**config.mk**
```make
export PLATFORM = sky130hd
export DESIGN_NAME = inst_fetch_unit
export DESIGN_NICKNAME = d
export VERILOG_FILES = /design/src/rtl/inst_fetch_unit.sv
export SDC_FILE = /design/constraint.sdc
export NUM_CORES = 1
export LEC_CHECK = 0
export ABC_AREA = 1
export BUFFER_PORTS_ARGS = -buffer_cell sky130_fd_sc_hd__buf_2
export CAP_MARGIN = 5
export CORE_ASPECT_RATIO = 1.5
export CORE_MARGIN = 2
export CORE_UTILIZATION = 40
export CTS_CLUSTER_SIZE = 10
export DETAILED_ROUTE_END_ITERATION = 8
export PLACE_DENSITY = 0.66
export SYNTH_ARGS = -nofsm -noshare
export SYNTH_HDL_FRONTEND = slang
export SYNTH_SLANG_ARGS = --single-unit
```
**constraint.sdc**
```tcl
create_clock -name clk -period 2.85 [get_ports clk]
set_input_delay 0.1425 -clock clk [delete_from_list [all_inputs] [get_ports clk]]
set_output_delay 0.1425 -clock clk [all_outputs]
set_load 0.02 [all_outputs]
```
**src/rtl/inst_fetch_unit.sv**
```systemverilog
// Fetch stage: keeps the fetch PC, issues one instruction-memory read at a time,
// and holds the returned word in a valid/ready output register for imm_gen and the decoder.
module inst_fetch_unit #(
  parameter logic [31:0] RESET_PC = 32'h0000_0000,
  parameter logic [31:0] NOP_INST = 32'h0000_0013
) (
  input  logic        clk,
  input  logic        rst,
  output logic        imem_req,
  output logic [31:0] imem_addr,
  input  logic        imem_rvalid,
  input  logic [31:0] imem_rdata,
  input  logic        redirect_valid,
  input  logic [31:0] redirect_pc,
  output logic        inst_valid,
  input  logic        inst_ready,
  output logic [31:0] inst,
  output logic [31:0] inst_pc,
  output logic [6:0]  opcode,
  output logic [2:0]  func3
);

  // WAIT: response still wanted; DROP: response outstanding but made stale by a redirect
  typedef enum logic [1:0] {IDLE, WAIT, DROP} state_e;

  state_e      state_q, state_d;
  logic [31:0] pc_q, pc_d;
  logic [31:0] inst_q, inst_d;
  logic [31:0] inst_pc_q, inst_pc_d;
  logic        inst_valid_q, inst_valid_d;
  logic        slot_free;
  logic        load;
  logic [31:0] redir_tgt;

  assign slot_free = !inst_valid_q || inst_ready;
  assign redir_tgt = redirect_pc & ~32'h3;

  always_comb begin
    state_d  = state_q;
    pc_d     = pc_q;
    imem_req = 1'b0;
    load     = 1'b0;
    case (state_q)
      IDLE: begin
        if (redirect_valid) begin
          pc_d = redir_tgt;
        end else if (slot_free) begin
          imem_req = 1'b1;
          state_d  = WAIT;
        end
      end
      WAIT: begin
        if (imem_rvalid && !redirect_valid) begin
          load    = 1'b1;
          pc_d    = pc_q + 32'd4;
          state_d = IDLE;
        end else if (imem_rvalid) begin
          pc_d    = redir_tgt;
          state_d = IDLE;
        end else if (redirect_valid) begin
          pc_d    = redir_tgt;
          state_d = DROP;
        end
      end
      DROP: begin
        if (redirect_valid) pc_d = redir_tgt;
        if (imem_rvalid) state_d = IDLE;
      end
      default: state_d = IDLE;
    endcase
  end

  // Redirect beats a load, which beats a consume.
  always_comb begin
    inst_valid_d = inst_valid_q;
    inst_d       = inst_q;
    inst_pc_d    = inst_pc_q;
    if (inst_valid_q && inst_ready) begin
      inst_valid_d = 1'b0;
      inst_d       = NOP_INST;
    end
    if (load) begin
      inst_valid_d = 1'b1;
      inst_d       = imem_rdata;
      inst_pc_d    = pc_q;
    end
    if (redirect_valid) begin
      inst_valid_d = 1'b0;
      inst_d       = NOP_INST;
    end
  end

  always_ff @(posedge clk) begin
    if (rst) begin
      state_q      <= IDLE;
      pc_q         <= RESET_PC;
      inst_valid_q <= 1'b0;
      inst_q       <= NOP_INST;
      inst_pc_q    <= 32'h0;
    end else begin
      state_q      <= state_d;
      pc_q         <= pc_d;
      inst_valid_q <= inst_valid_d;
      inst_q       <= inst_d;
      inst_pc_q    <= inst_pc_d;
    end
  end

  assign imem_addr  = pc_q & ~32'h3;
  assign inst_valid = inst_valid_q;
  assign inst       = inst_q;
  assign inst_pc    = inst_pc_q;
  assign opcode     = inst_q[6:0];
  assign func3      = inst_q[14:12];

endmodule

```
### After elaboration in Yosys (flattened, before gate mapping)

Index checks and enable logic that the tools add are counted.
W data, S select, Z words.

| storage, ports and cells | value |
|---|---|
| output and inout bits | 108 |
| word-level logic and storage cells | 43 |
| register bits after elaboration | 99 |
| bits of input ports | 69 |

| operators by class | value |
|---|---|
| $add $sub $neg | 1 |
| equal/unequal tests | 6 |
| reduce and logical (&&, ||, !) cells | 11 |
| muxes and demuxes | 20 |

Operators by type and width:

| cell | number |
|---|---|
| $mux W32 | 5 |
| $pmux W32 S2 | 1 |
| $add A32 B3 Y32 const B | 1 |
| $mux W2 | 6 |
| $mux W1 | 7 |
| $ne A2 B2 Y1 const B | 3 |
| $pmux W2 S3 | 1 |
| $ne A4 B4 Y1 const B | 1 |
| $reduce_and A4 Y1 | 1 |
| $reduce_bool A2 Y1 | 2 |
| $reduce_or A2 Y1 | 2 |
| $eq A2 B1 Y1 const B | 1 |
| $eq A2 B2 Y1 const B | 1 |
| $logic_and A1 B1 Y1 | 2 |
| $logic_not A1 Y1 | 2 |
| $logic_not A2 Y1 | 1 |
| $logic_or A1 B1 Y1 | 1 |

### Logic depth before layout (Yosys ltp)

| depth | value |
|---|---|
| word-level depth | 5 |
| gate-level depth with buffers | 12 |
| mapped depth without buffers | 12 |

### Worst setup path after synthesis

OpenSTA, ideal clock, no wires.

| path | value |
|---|---|
| kind | reg2reg |
| start | reg pc_q[2] |
| end | reg pc_q[22] |
| period minus slack after synthesis | 1553 ps |
| data required time | 2733 ps |
| data arrival time | 1436 ps |
| cell stages (with the launch flop) | 9 |
| setup slack | 1297 ps |
| library setup time | 117 ps |
| buffers on the path | 0 |
| cell sequence | dfxtp_1 > ha_1 > nand3_1 > nor3_4 > nand2_4 > nor2_2 > nor3_1 > nor3_1 > nor2_1 |

| between the ends | value |
|---|---|
| longest elaborated chain between the ends | 3 |

RTL lines:

| item | RTL line | RTL |
|---|---|---|
| start: declaration | 27 | `logic [31:0] pc_q, pc_d;` |
| start signal: assignment | 102 | `pc_q <= pc_d;` |
| $add A32 B3 Y32 | 55 | `pc_d = pc_q + 32'd4;` |
| $mux W32 | 53 | `if (imem_rvalid && !redirect_valid) begin` |
| $pmux W32 S2 | 43 | `case (state_q)` |

Every way passes these cells.
A chain may end at the register's enable or synchronous reset.

### Worst setup path in the final report

| path | value |
|---|---|
| start | reg state_q[0] |
| end | reg pc_q[6] |

| between the ends | value |
|---|---|
| longest elaborated chain between the ends | 3 |
| elaborated cells on any way between the ends | 6 |
| those cells by class | eq/ne: 2; mux: 1; reduce/logical: 3 |

RTL lines:

| item | RTL line | RTL |
|---|---|---|
| start: declaration | 26 | `state_e state_q, state_d;` |
| start signal: assignment | 101 | `state_q <= state_d;` |
| $eq A2 B2 Y1 or $logic_not A2 Y1 (tied branches) | 43 |  |
| $reduce_or A2 Y1 (no source line) | - |  |
| $pmux W32 S2 or $reduce_bool A2 Y1 (tied branches) | - |  |

Parallel ways exist; a longest one is shown, timed or not.

==> summary.md <==
| Metric | Value |
|---|---|
| Status | `finished clean` |
| Worst slew margin | `34.67%` |
| CTS Buf Count | `9` |
| H-tree Lvls | `3` |
| Number of port buffers | `172` |
| Vias/cell | `5.194` |
| Fmax achieved | `458.5 MHz` |
| Root buf cell | `clkbuf_16` |
| Crit path max fanout | `51` |
| WHS | `24.53 ps` |
| R2R depth | `7` |
| Clock tree buffer depth | `2` |
| Cell taking the most area after synthesis | `dfxtp_1` |
| Clock Sinks | `99` |
| Core ar. | `0.01289 sq mm` |
| Period Utilization, post-route | `76.53%` |
| Layout Skew | `8.884 ps` |
| Routed Antenna Nets | `0` |
| Seq cells post-synth | `99` |
| CP endpoint kind | `flip-flop` |
| Share of layout cells above drive strength 1 | `25.09%` |
| Max cap viols | `0` |
| First-pass GRT wire length | `25010 um` |
| Ports | `177` |
| N_diodes | `0` |
| Clock latency on the worst-skew pair | `350 ps` |
| Netlist area before placement | `0.005238 sq mm` |
| Postcts setup bufs | `0` |
| Final net count | `943` |
| Crit start category | `flip-flop` |
| Worst-path clk slew | `70 ps` |
| Initial drt markers | `292` |
| Post-DP HPWL | `11220 um` |
| Worst setup margin | `668.8 ps` |
| Routability congestion estimate | `0.9108` |
| Die Outline Area | `0.01404 sq mm` |
| Vias in the first global route | `4996` |
| Worst slack at placement | `711.2 ps` |
| Drt pass-1 iters | `6` |
| Hold/Removal Path Class | `primary input to flip-flop` |
| Placed insts | `1021` |
| Starting Density | `40.63%` |
| # fillers | `1365` |
| Final min period | `2181 ps` |
| Via Count | `5381` |
| Worst-Margin Slew | `978.9 ps` |
| Pleak | `2.770 nW` |
| Total length of routed wires | `15780 um` |
| Critical setup path kind | `flip-flop to flip-flop` |
| Slew Viols, Final | `0` |
| Row count | `51` |
| Average cell area after synthesis | `6.882 sq um` |
| Initial antenna violation count | `0` |
| Die Ht | `144.1 um` |
| CTS tree | `done` |
| RSZ-0062 raised after global routing | `false` |
| Worst endpoint required time | `3130 ps` |
| Total Power | `3.307 mW` |
| Sequential share of the synthesized area | `37.84%` |
| DR DRC count | `0` |
| Worst vdd ir | `0.3408 mV` |
| Post-synth top area share | `37.84%` |
| Hold Path Depth | `3` |
| Area Overhead vs Synth | `18.25%` |
| Syn. warnings | `0` |
| Pwr/cell area | `533.9 mW/mm^2` |
| Worst EP arrival | `2470 ps` |
| PostCTS Resize Cnt | `0` |
| Synth Instances | `761` |
| Non-filler cells, final | `1036` |
| CTS hold repair buffers | `0` |
| Wire length per cell | `15.23 um` |
| Setup-failing EPs final | `0` |
| Setup_tns | `0 ps` |
| Netlist cell types | `39` |
| Largest net degree at the start of global routing | `52` |
| Die width | `97.43 um` |
| Total GRT Usage | `22.00%` |
| Final Hold Viols | `0` |
| Area contributors post-synth | `dfxtp_1 38%, nand2_1 13%, a21oi_1 8.1%, nand3_1 6.7%, buf_4 6.3%` |
| Global route overflow | `0` |
-- area by class of cell --
type / instances / area, sq um / share of cell area, %
clock buffer: 10 / 229.0 / 3.697
clock inverter: 5 / 102.6 / 1.657
inverter: 59 / 221.5 / 3.576
multi-input combinational: 519 / 2501 / 40.38
sequential: 99 / 1982 / 32.00
tap: 159 / 198.9 / 3.212
timing repair buffer: 185 / 958.4 / 15.47
-- state kept, by name (all words and copies together) (netlist names) --
name and count:
inst 32, inst_pc 32, pc_q 32, state_q 2, inst_valid 1
-- path summary, 6_finish.rpt --
check                                from  slack (ps)                   end
hold reg to reg      pc_q[1]$_SDFFE_PP0P_         450  pc_q[1]$_SDFFE_PP0P_
setup reg to reg  state_q[0]$_SDFFE_PP0P_         670  pc_q[6]$_SDFFE_PP0P_
setup / recovery  state_q[0]$_SDFFE_PP0P_         670  pc_q[6]$_SDFFE_PP0P_
hold / removal              imem_rdata[0]          20  inst[0]$_SDFFE_PP1P_
-- cells by family after synthesis --
group           after synthesis  synth area share, %
buf+inv                     144                14.48
fa+ha+maj                     1               0.2389
other cells                   1              0.07160
flops                        99                37.84
xor+xnor                      1               0.1673
compound gates              191                20.50
simple gates                324                26.71
-- placed cells by master (no fill, tap or decap), types with 2 or more instances in the layout --
cell and count:
nand2_2 2, a32oi_1 5, o22ai_1 10, dfxtp_1 99, nor2_1 48, o21ai_0 61, nand2_1 177, buf_4 13
inv_2 6, buf_2 172, a221oi_1 6, o211ai_1 2, nor3_1 10, nor4_1 2, o2111ai_1 2, nand2_4 2
clkbuf_16 9, inv_1 53, nand3_1 70, a31oi_1 5, nand4_1 2, nor2_2 6, a22oi_1 8, nor2_4 3
a21oi_1 85, bufinv_16 3, a21boi_0 2, conb_1 2
-- synth_stat cells --
cell type	instances
o22ai_1	10
clkbuf_1	20
a31oi_1	5
a221oi_1	6
xor2_1	1
nor2_2	6
inv_1	53
o21ai_1	1
nand2_4	2
clkbuf_8	2
buf_2	14
a21boi_0	2
nor3_1	10
nand2_2	2
a211oi_1	1
inv_2	6
o21ai_0	61
o211ai_1	2
conb_1	1
a22oi_1	8
buf_4	44
buf_6	2
nor4_1	2
and2_1	1
nand4_1	2
a32oi_1	5
nor3_4	1
dfxtp_1	99
nor2_1	48
a21oi_1	85
ha_1	1
nand2_1	177
nand3_1	70
o31ai_1	1
nor2_4	3
o2111ai_1	2
a41oi_1	1
buf_1	3
a21oi_4	1
-- worst max-delay path: stages (launching register included) --
cell and delay [ps]:
dfxtp_1 650, inv_2 320, nor2_4 170, nand2_2 70, inv_2 110, buf_4 440, a32oi_1 180, a21oi_1 160
-- metrics by stage --
step / utilization [%] / area [sq um]
floorplan: - / 5241
global placement: 45.48 / 5862
detailed placement: 45.48 / 5862
CTS: 48.05 / 6193
global route: 48.05 / 6193
finish: 48.05 / 6193
-- metal layers --
| metal | wire, um | track usage (%) | vias to the layer above |
|---|---|---|---|
| met5 | 0 | 0 | - |
| met4 | 370 | 8.918 | 0 |
| met3 | 1105 | 4.688 | 23 |
| met2 | 8012 | 40.11 | 196 |
| met1 | 6289 | 24.93 | 2443 |
| li1 | - | - | 2719 |
-- report_power, final --
part	internal [mW]	total, mW	switching, mW
combinational	0.147	0.426	0.279
sequential	1.43	1.49	0.0586
clock	0.852	1.39	0.537
total	2.43	3.31	0.875
Power figures use the tool's default switching activity.
